==> src/rtl/pixel_axis_packer.sv <==
// pixel_axis_packer: frames the recovered 8-bit pixel stream into lines and
// frames, packs four pixels per 32-bit word and presents them on an
// AXI4-Stream master (tuser = start of frame, tlast = end of line).
// A small FIFO absorbs backpressure; on overflow the rest of the frame is
// dropped until the next frame_start.
module pixel_axis_packer #(
  parameter int LINE_WIDTH  = 640,
  parameter int FRAME_LINES = 480,
  parameter int FIFO_DEPTH  = 16
) (
  input  logic        clk_slow,
  input  logic        rst,
  input  logic        frame_start,
  input  logic [7:0]  data,
  input  logic        valid,
  output logic [31:0] m_axis_tdata,
  output logic        m_axis_tvalid,
  input  logic        m_axis_tready,
  output logic        m_axis_tlast,
  output logic        m_axis_tuser,
  output logic        overflow,
  output logic [15:0] frame_count
);

  localparam int PIX_W  = $clog2(LINE_WIDTH);
  localparam int LINE_W = $clog2(FRAME_LINES + 1);
  localparam int ADDR_W = $clog2(FIFO_DEPTH);
  localparam int CNT_W  = ADDR_W + 1;

  localparam logic [PIX_W-1:0]  PIX_LAST  = PIX_W'(LINE_WIDTH - 1);
  localparam logic [PIX_W-1:0]  PIX_WORD0 = PIX_W'(3);
  localparam logic [LINE_W-1:0] LINE_LAST = LINE_W'(FRAME_LINES - 1);
  localparam logic [CNT_W:0]    DEPTH_OCC = (CNT_W + 1)'(FIFO_DEPTH);

  typedef enum logic [1:0] {IDLE, ACTIVE, DROP} state_t;

  // framing state
  state_t            state_reg;
  logic [1:0]        byte_cnt_reg;
  logic [PIX_W-1:0]  pix_cnt_reg;
  logic [LINE_W-1:0] line_cnt_reg;
  logic [23:0]       pack_bytes;

  // word staged for the FIFO write one edge after completion
  logic              stage_valid_reg;
  logic [33:0]       stage_word_reg;
  logic              stage_fend_reg;

  // FIFO storage plus the registered output slot
  logic [33:0]       mem [FIFO_DEPTH];
  logic [ADDR_W-1:0] wr_ptr_reg;
  logic [ADDR_W-1:0] rd_ptr_reg;
  logic [CNT_W-1:0]  mem_count_reg;
  logic              out_valid_reg;
  logic [33:0]       out_word_reg;

  logic              overflow_reg;
  logic [15:0]       frame_count_reg;

  // effective counters: frame_start restarts the frame at pixel 0 this cycle
  logic [1:0]        byte_eff;
  logic [PIX_W-1:0]  pix_eff;
  logic [LINE_W-1:0] line_eff;
  logic              accept_byte;
  logic              word_done;
  logic              line_end;
  logic              frame_end;
  logic              word_user;

  logic              pop;
  logic [CNT_W:0]    occupancy;
  logic              push_ok;
  logic              drop;
  logic              load_out;

  // Decode where the incoming byte lands and whether it closes a word/line/frame
  always_comb begin
    byte_eff    = frame_start ? 2'd0 : byte_cnt_reg;
    pix_eff     = frame_start ? '0 : pix_cnt_reg;
    line_eff    = frame_start ? '0 : line_cnt_reg;
    accept_byte = valid && (frame_start || (state_reg == ACTIVE));
    word_done   = accept_byte && (byte_eff == 2'd3);
    line_end    = word_done && (pix_eff == PIX_LAST);
    frame_end   = line_end && (line_eff == LINE_LAST);
    word_user   = word_done && (pix_eff == PIX_WORD0) && (line_eff == '0);
  end

  // FIFO handshake: a full FIFO still accepts a push if it pops the same cycle
  always_comb begin
    pop       = out_valid_reg && m_axis_tready;
    occupancy = {1'b0, mem_count_reg} + (CNT_W + 1)'(out_valid_reg);
    push_ok   = stage_valid_reg && ((occupancy < DEPTH_OCC) || pop);
    drop      = stage_valid_reg && !push_ok;
    load_out  = (mem_count_reg != '0) && (!out_valid_reg || pop);
  end

  // Frame state machine and pixel/line counters
  always_ff @(posedge clk_slow) begin
    if (rst) begin
      state_reg    <= IDLE;
      byte_cnt_reg <= '0;
      pix_cnt_reg  <= '0;
      line_cnt_reg <= '0;
    end else begin
      if (frame_start) begin
        state_reg <= ACTIVE;
      end else if (drop) begin
        state_reg <= DROP;
      end else if (frame_end) begin
        state_reg <= IDLE;
      end

      if (accept_byte) begin
        byte_cnt_reg <= byte_eff + 2'd1;
        pix_cnt_reg  <= line_end ? '0 : pix_eff + PIX_W'(1);
        line_cnt_reg <= line_end ? line_eff + LINE_W'(1) : line_eff;
      end else if (frame_start) begin
        byte_cnt_reg <= '0;
        pix_cnt_reg  <= '0;
        line_cnt_reg <= '0;
      end
    end
  end

  // Byte lanes 0..2 of the pack register; lane 3 goes straight into the word
  genvar gi;
  generate
    for (gi = 0; gi < 3; gi++) begin : g_lane
      logic [7:0] lane_reg;

      // Capture the byte addressed to this lane
      always_ff @(posedge clk_slow) begin
        if (rst) begin
          lane_reg <= '0;
        end else if (accept_byte && (byte_eff == 2'(gi))) begin
          lane_reg <= data;
        end
      end

      assign pack_bytes[8*gi +: 8] = lane_reg;
    end
  endgenerate

  // Stage the completed word with its {user, last} flags
  always_ff @(posedge clk_slow) begin
    if (rst) begin
      stage_valid_reg <= 1'b0;
      stage_word_reg  <= '0;
      stage_fend_reg  <= 1'b0;
    end else begin
      stage_valid_reg <= word_done;
      stage_word_reg  <= {word_user, line_end, data, pack_bytes};
      stage_fend_reg  <= frame_end;
    end
  end

  // FIFO storage write port
  always_ff @(posedge clk_slow) begin
    if (push_ok) begin
      mem[wr_ptr_reg] <= stage_word_reg;
    end
  end

  // FIFO pointers and stored-word count
  always_ff @(posedge clk_slow) begin
    if (rst) begin
      wr_ptr_reg    <= '0;
      rd_ptr_reg    <= '0;
      mem_count_reg <= '0;
    end else begin
      if (push_ok) begin
        wr_ptr_reg <= wr_ptr_reg + ADDR_W'(1);
      end
      if (load_out) begin
        rd_ptr_reg <= rd_ptr_reg + ADDR_W'(1);
      end
      mem_count_reg <= mem_count_reg + CNT_W'(push_ok) - CNT_W'(load_out);
    end
  end

  // Registered read into the output slot; held while the sink stalls
  always_ff @(posedge clk_slow) begin
    if (rst) begin
      out_valid_reg <= 1'b0;
      out_word_reg  <= '0;
    end else if (load_out) begin
      out_valid_reg <= 1'b1;
      out_word_reg  <= mem[rd_ptr_reg];
    end else if (pop) begin
      out_valid_reg <= 1'b0;
    end
  end

  // Sticky overflow flag and completed-frame counter
  always_ff @(posedge clk_slow) begin
    if (rst) begin
      overflow_reg    <= 1'b0;
      frame_count_reg <= '0;
    end else begin
      if (drop) begin
        overflow_reg <= 1'b1;
      end
      if (push_ok && stage_fend_reg) begin
        frame_count_reg <= frame_count_reg + 16'd1;
      end
    end
  end

  assign m_axis_tvalid = out_valid_reg;
  assign m_axis_tdata  = out_word_reg[31:0];
  assign m_axis_tlast  = out_word_reg[32];
  assign m_axis_tuser  = out_word_reg[33];
  assign overflow      = overflow_reg;
  assign frame_count   = frame_count_reg;

endmodule

==> config.mk <==
export PLATFORM = sky130hd
export DESIGN_NAME = pixel_axis_packer
export DESIGN_NICKNAME = d
export VERILOG_FILES = /design/src/rtl/pixel_axis_packer.sv
export SDC_FILE = /design/constraint.sdc
export NUM_CORES = 1
export LEC_CHECK = 0
export BUFFER_PORTS_ARGS = -buffer_cell sky130_fd_sc_hd__buf_2
export CAP_MARGIN = 20
export CORE_AREA = 8 8 340 210
export DETAILED_ROUTE_END_ITERATION = 12
export DIE_AREA = 0 0 348 218
export HOLD_SLACK_MARGIN = 0.06
export RECOVER_POWER = 25
export SYNTH_ARGS = -nofsm -noshare
export SYNTH_HDL_FRONTEND = slang
export SYNTH_SLANG_ARGS = --single-unit
==> constraint.sdc <==
create_clock -name clk_slow -period 5.68 [get_ports clk_slow]
set_input_delay 0.284 -clock clk_slow [delete_from_list [all_inputs] [get_ports clk_slow]]
set_output_delay 0.284 -clock clk_slow [all_outputs]
set_load 0.01 [all_outputs]
==> flow_summary.yaml <==
drt:
  dr_wl_met3_um: 5100
  drc: 0
  met2WireLength_um: 26300
  vias: 13900
  post_drt_wl_per_cell_um: 24.5
  route.antenna.remaining_nets: 0
  vias_per_cell: 5.42
  drt-initial-drc-count: 1391
  wirelength_um: 62700
  wl_met1_um: 30100
  first_pass_iters: 5
  routed.top_layer: "met4"
sta:
  post-route-min-period_ns: 3.59
  tightest_slew_ns: 1.13
  finalSetupTns_ns: 0
  setup_ws_ns: 2.09
  rsz0062_at_grt: "false"
  finClkSkew_ns: 0.0170
  finalHoldViolations: 0
  timing.slew.headroom_pct: 24.4
  fmax_mhz: 279
  maxSlewViolCount: 0
  hold_ws_ns: 0.125
  fin_crit_sh_pct: 63.1
  setup_viol: 0
synthesis:
  async_reset_ff_share_pct: 0
  postSynthCellCount: 1499
  synth_edf_count: 544
  syn_nets: 1535
  ys.flop_type: "edfxtp_1"
  ys_ff_latch: 692
  synth_most_common_cell: "edfxtp_1"
  ys_warn_count: 0
  yosys-top-cells-count: "544 x edfxtp_1, 148 x dfxtp_1, 136 x mux4_2"
  ys_seq_area_share_pct: 73.7
  ys_types: 50
  yosysTopAreaCellShare_pct: 62.4
  synth_top_area_cell: "edfxtp_1"
  syn_area_per_cell_um2: 17.5
  synth_area_mm2: 0.0262
  synthTopCellsByArea: "edfxtp_1 62%, mux4_2 12%, dfxtp_1 11%, nand2_1 1.8%, nand3_1 1.5%"
cells_and_area:
  num_antenna_cells: 0
  nNetsFinal: 1633
  drive_above_1_share_pct: 22.2
  largest_register_ffs: 544
  stdcell_count: 2562
  syn_to_final_growth_pct: 15.0
setup_path:
  worstSetupPathType: "reg -> reg"
  path_max_fanout: 25
  crit_arrival_ns: 3.88
  cp-end-kind: "flop"
  cp.required_ns: 5.98
  cp-start-kind: "flop"
placed_design:
  finalWeightedCongestion: 0.804
  place_ws_ns: 2.15
  dp_hpwl_um: 36900
  io_buffers: 64
  dp.cells: 2429
pwr:
  clkPwrFrac_pct: 37.0
  p_int_mw: 8.98
  p_comb_share_pct: 15.5
  p_sw_mw: 3.12
  ir_drop_mv: 0.266
  p_leak_nw: 9.80
  p_sw_share_pct: 25.8
  seqPwrFrac_pct: 47.5
  powerDensity_mw_per_mm2: 402
clocking:
  worst_skew_pair.late_latency_ns: 0.61
  cts.sinks: 692
  cts_tree: "built"
  cts_buffers: 66
  clock_path_buffers: 3
  clkTransAtPathRegs_ns: 0.06
  h-tree-depth: 3
  cts_setup_buffers: 0
  cts_root_buffer: "clkbuf_16"
job:
  drv_cap: 0
global_route:
  track_usage_pct: 16.4
  grt_max_degree: 84
  grt_pass1_vias: 14000
  antenna_found_initial: 2
  grt_pass1_wl_um: 93200
  overflow: 0
die:
  die_area_mm2: 0.0759
  start_util_pct: 39.2
  chipWidth_um: 348
  core_area_mm2: 0.0668
  ioPinCount: 65
  die_h_um: 218
  rows: 74
outcome:
  status: "finished clean"
min_path:
  hold_class: "in -> reg"
-- layout by cell type, fill, tap and decap left out, drive strengths merged, types with 3 or more instances in the layout --
cell,n
edfxtp,544
dfxtp,148
mux4,136
nand2,125
buf,95
clkbuf,92
nand3,80
nor2,73
nor2b,44
xnor2,36
a21oi,35
a22o,34
a22oi,34
ha,22
nor4,20
clkinv,20
inv,19
nor3,14
nand2b,11
dlygate4sd3,9
nand4,8
xor2,4
and3,4
o21ai,4
or3,3
a21o,3
bufinv,3
clkinvlp,3
mux2i,3
-- power by group through the flow --
stage                     sequential, mW  clock (mW)  combinational [mW]
after floorplan                     5.80           0                1.33
after CTS                           5.75        4.58                1.91
after detailed placement            5.86           0                1.90
after global routing                5.77        4.79                2.04
final                               5.74        4.48                1.88
after global placement              5.85           0                1.90
-- logic make-up after synthesis --
| logic type | Yosys count | synth area share (%) |
|---|---|---|
| flip-flops | 692 | 73.7 |
| XOR/XNOR | 40 | 1.34 |
| AO/OA/AOI/OAI | 114 | 3.06 |
| adder cells (fa/ha/maj) | 23 | 1.13 |
| buffers and inverters | 90 | 1.42 |
| AND/OR/NAND/NOR | 401 | 7.48 |
| multiplexers | 139 | 11.9 |
-- repair_timing --
action | CTS | global route
gates resized for setup | 0 | 0
setup endpoints to repair | 0 | 0
endpoints found under the hold margin | 49 | 0
hold buffers | 9 | 0
-- per-layer routing --
metal,GRT usage [%],up-vias
li1,-,6036
met1,25.1,7273
met2,23.1,496
met3,4.38,85
met4,3.80,0
met5,0,-
-- critical path: stages, from the launching register on --
cell      delay (ns)
dfxtp_1         0.40
ha_1            0.24
nand4_1         0.15
o211ai_1        0.29
nor2_1          0.57
nand2_1         0.39
nor2_4          0.86
buf_4           0.36
-- path summary, 6_finish.rpt --
path                                       startpoint               endpoint  slack, ns  depth (start not counted)
worst max-delay path                 mem_count_reg[1]            mem[11][33]       2.09                          7
worst min-delay path                            valid         pix_cnt_reg[3]       0.13                          5
worst max register to register       mem_count_reg[1]            mem[11][33]       2.09                          7
worst min register to register  g_lane[0].lane_reg[7]  g_lane[0].lane_reg[7]       0.45                          2
-- metrics by stage --
stage	cell area, µm²	power (mW)	util (%)
floorplan	26200	7.13	-
global placement	27700	7.75	41.5
finish	30100	12.1	45.1
global route	30100	12.6	45.1
CTS	30000	12.2	45.0
detailed placement	27700	7.76	41.5
-- layout make-up --
cell class / instances / area, µm²
inverters: 15 / 56.3
clock inverters: 30 / 275
fillers: 5694 / 36600
clock buffers: 91 / 1940
flip-flops and latches: 692 / 19300
repair buffers: 105 / 742
multi-input cells: 717 / 6650
well taps: 912 / 1140
No activity file was read; power rests on OpenSTA's default activity.
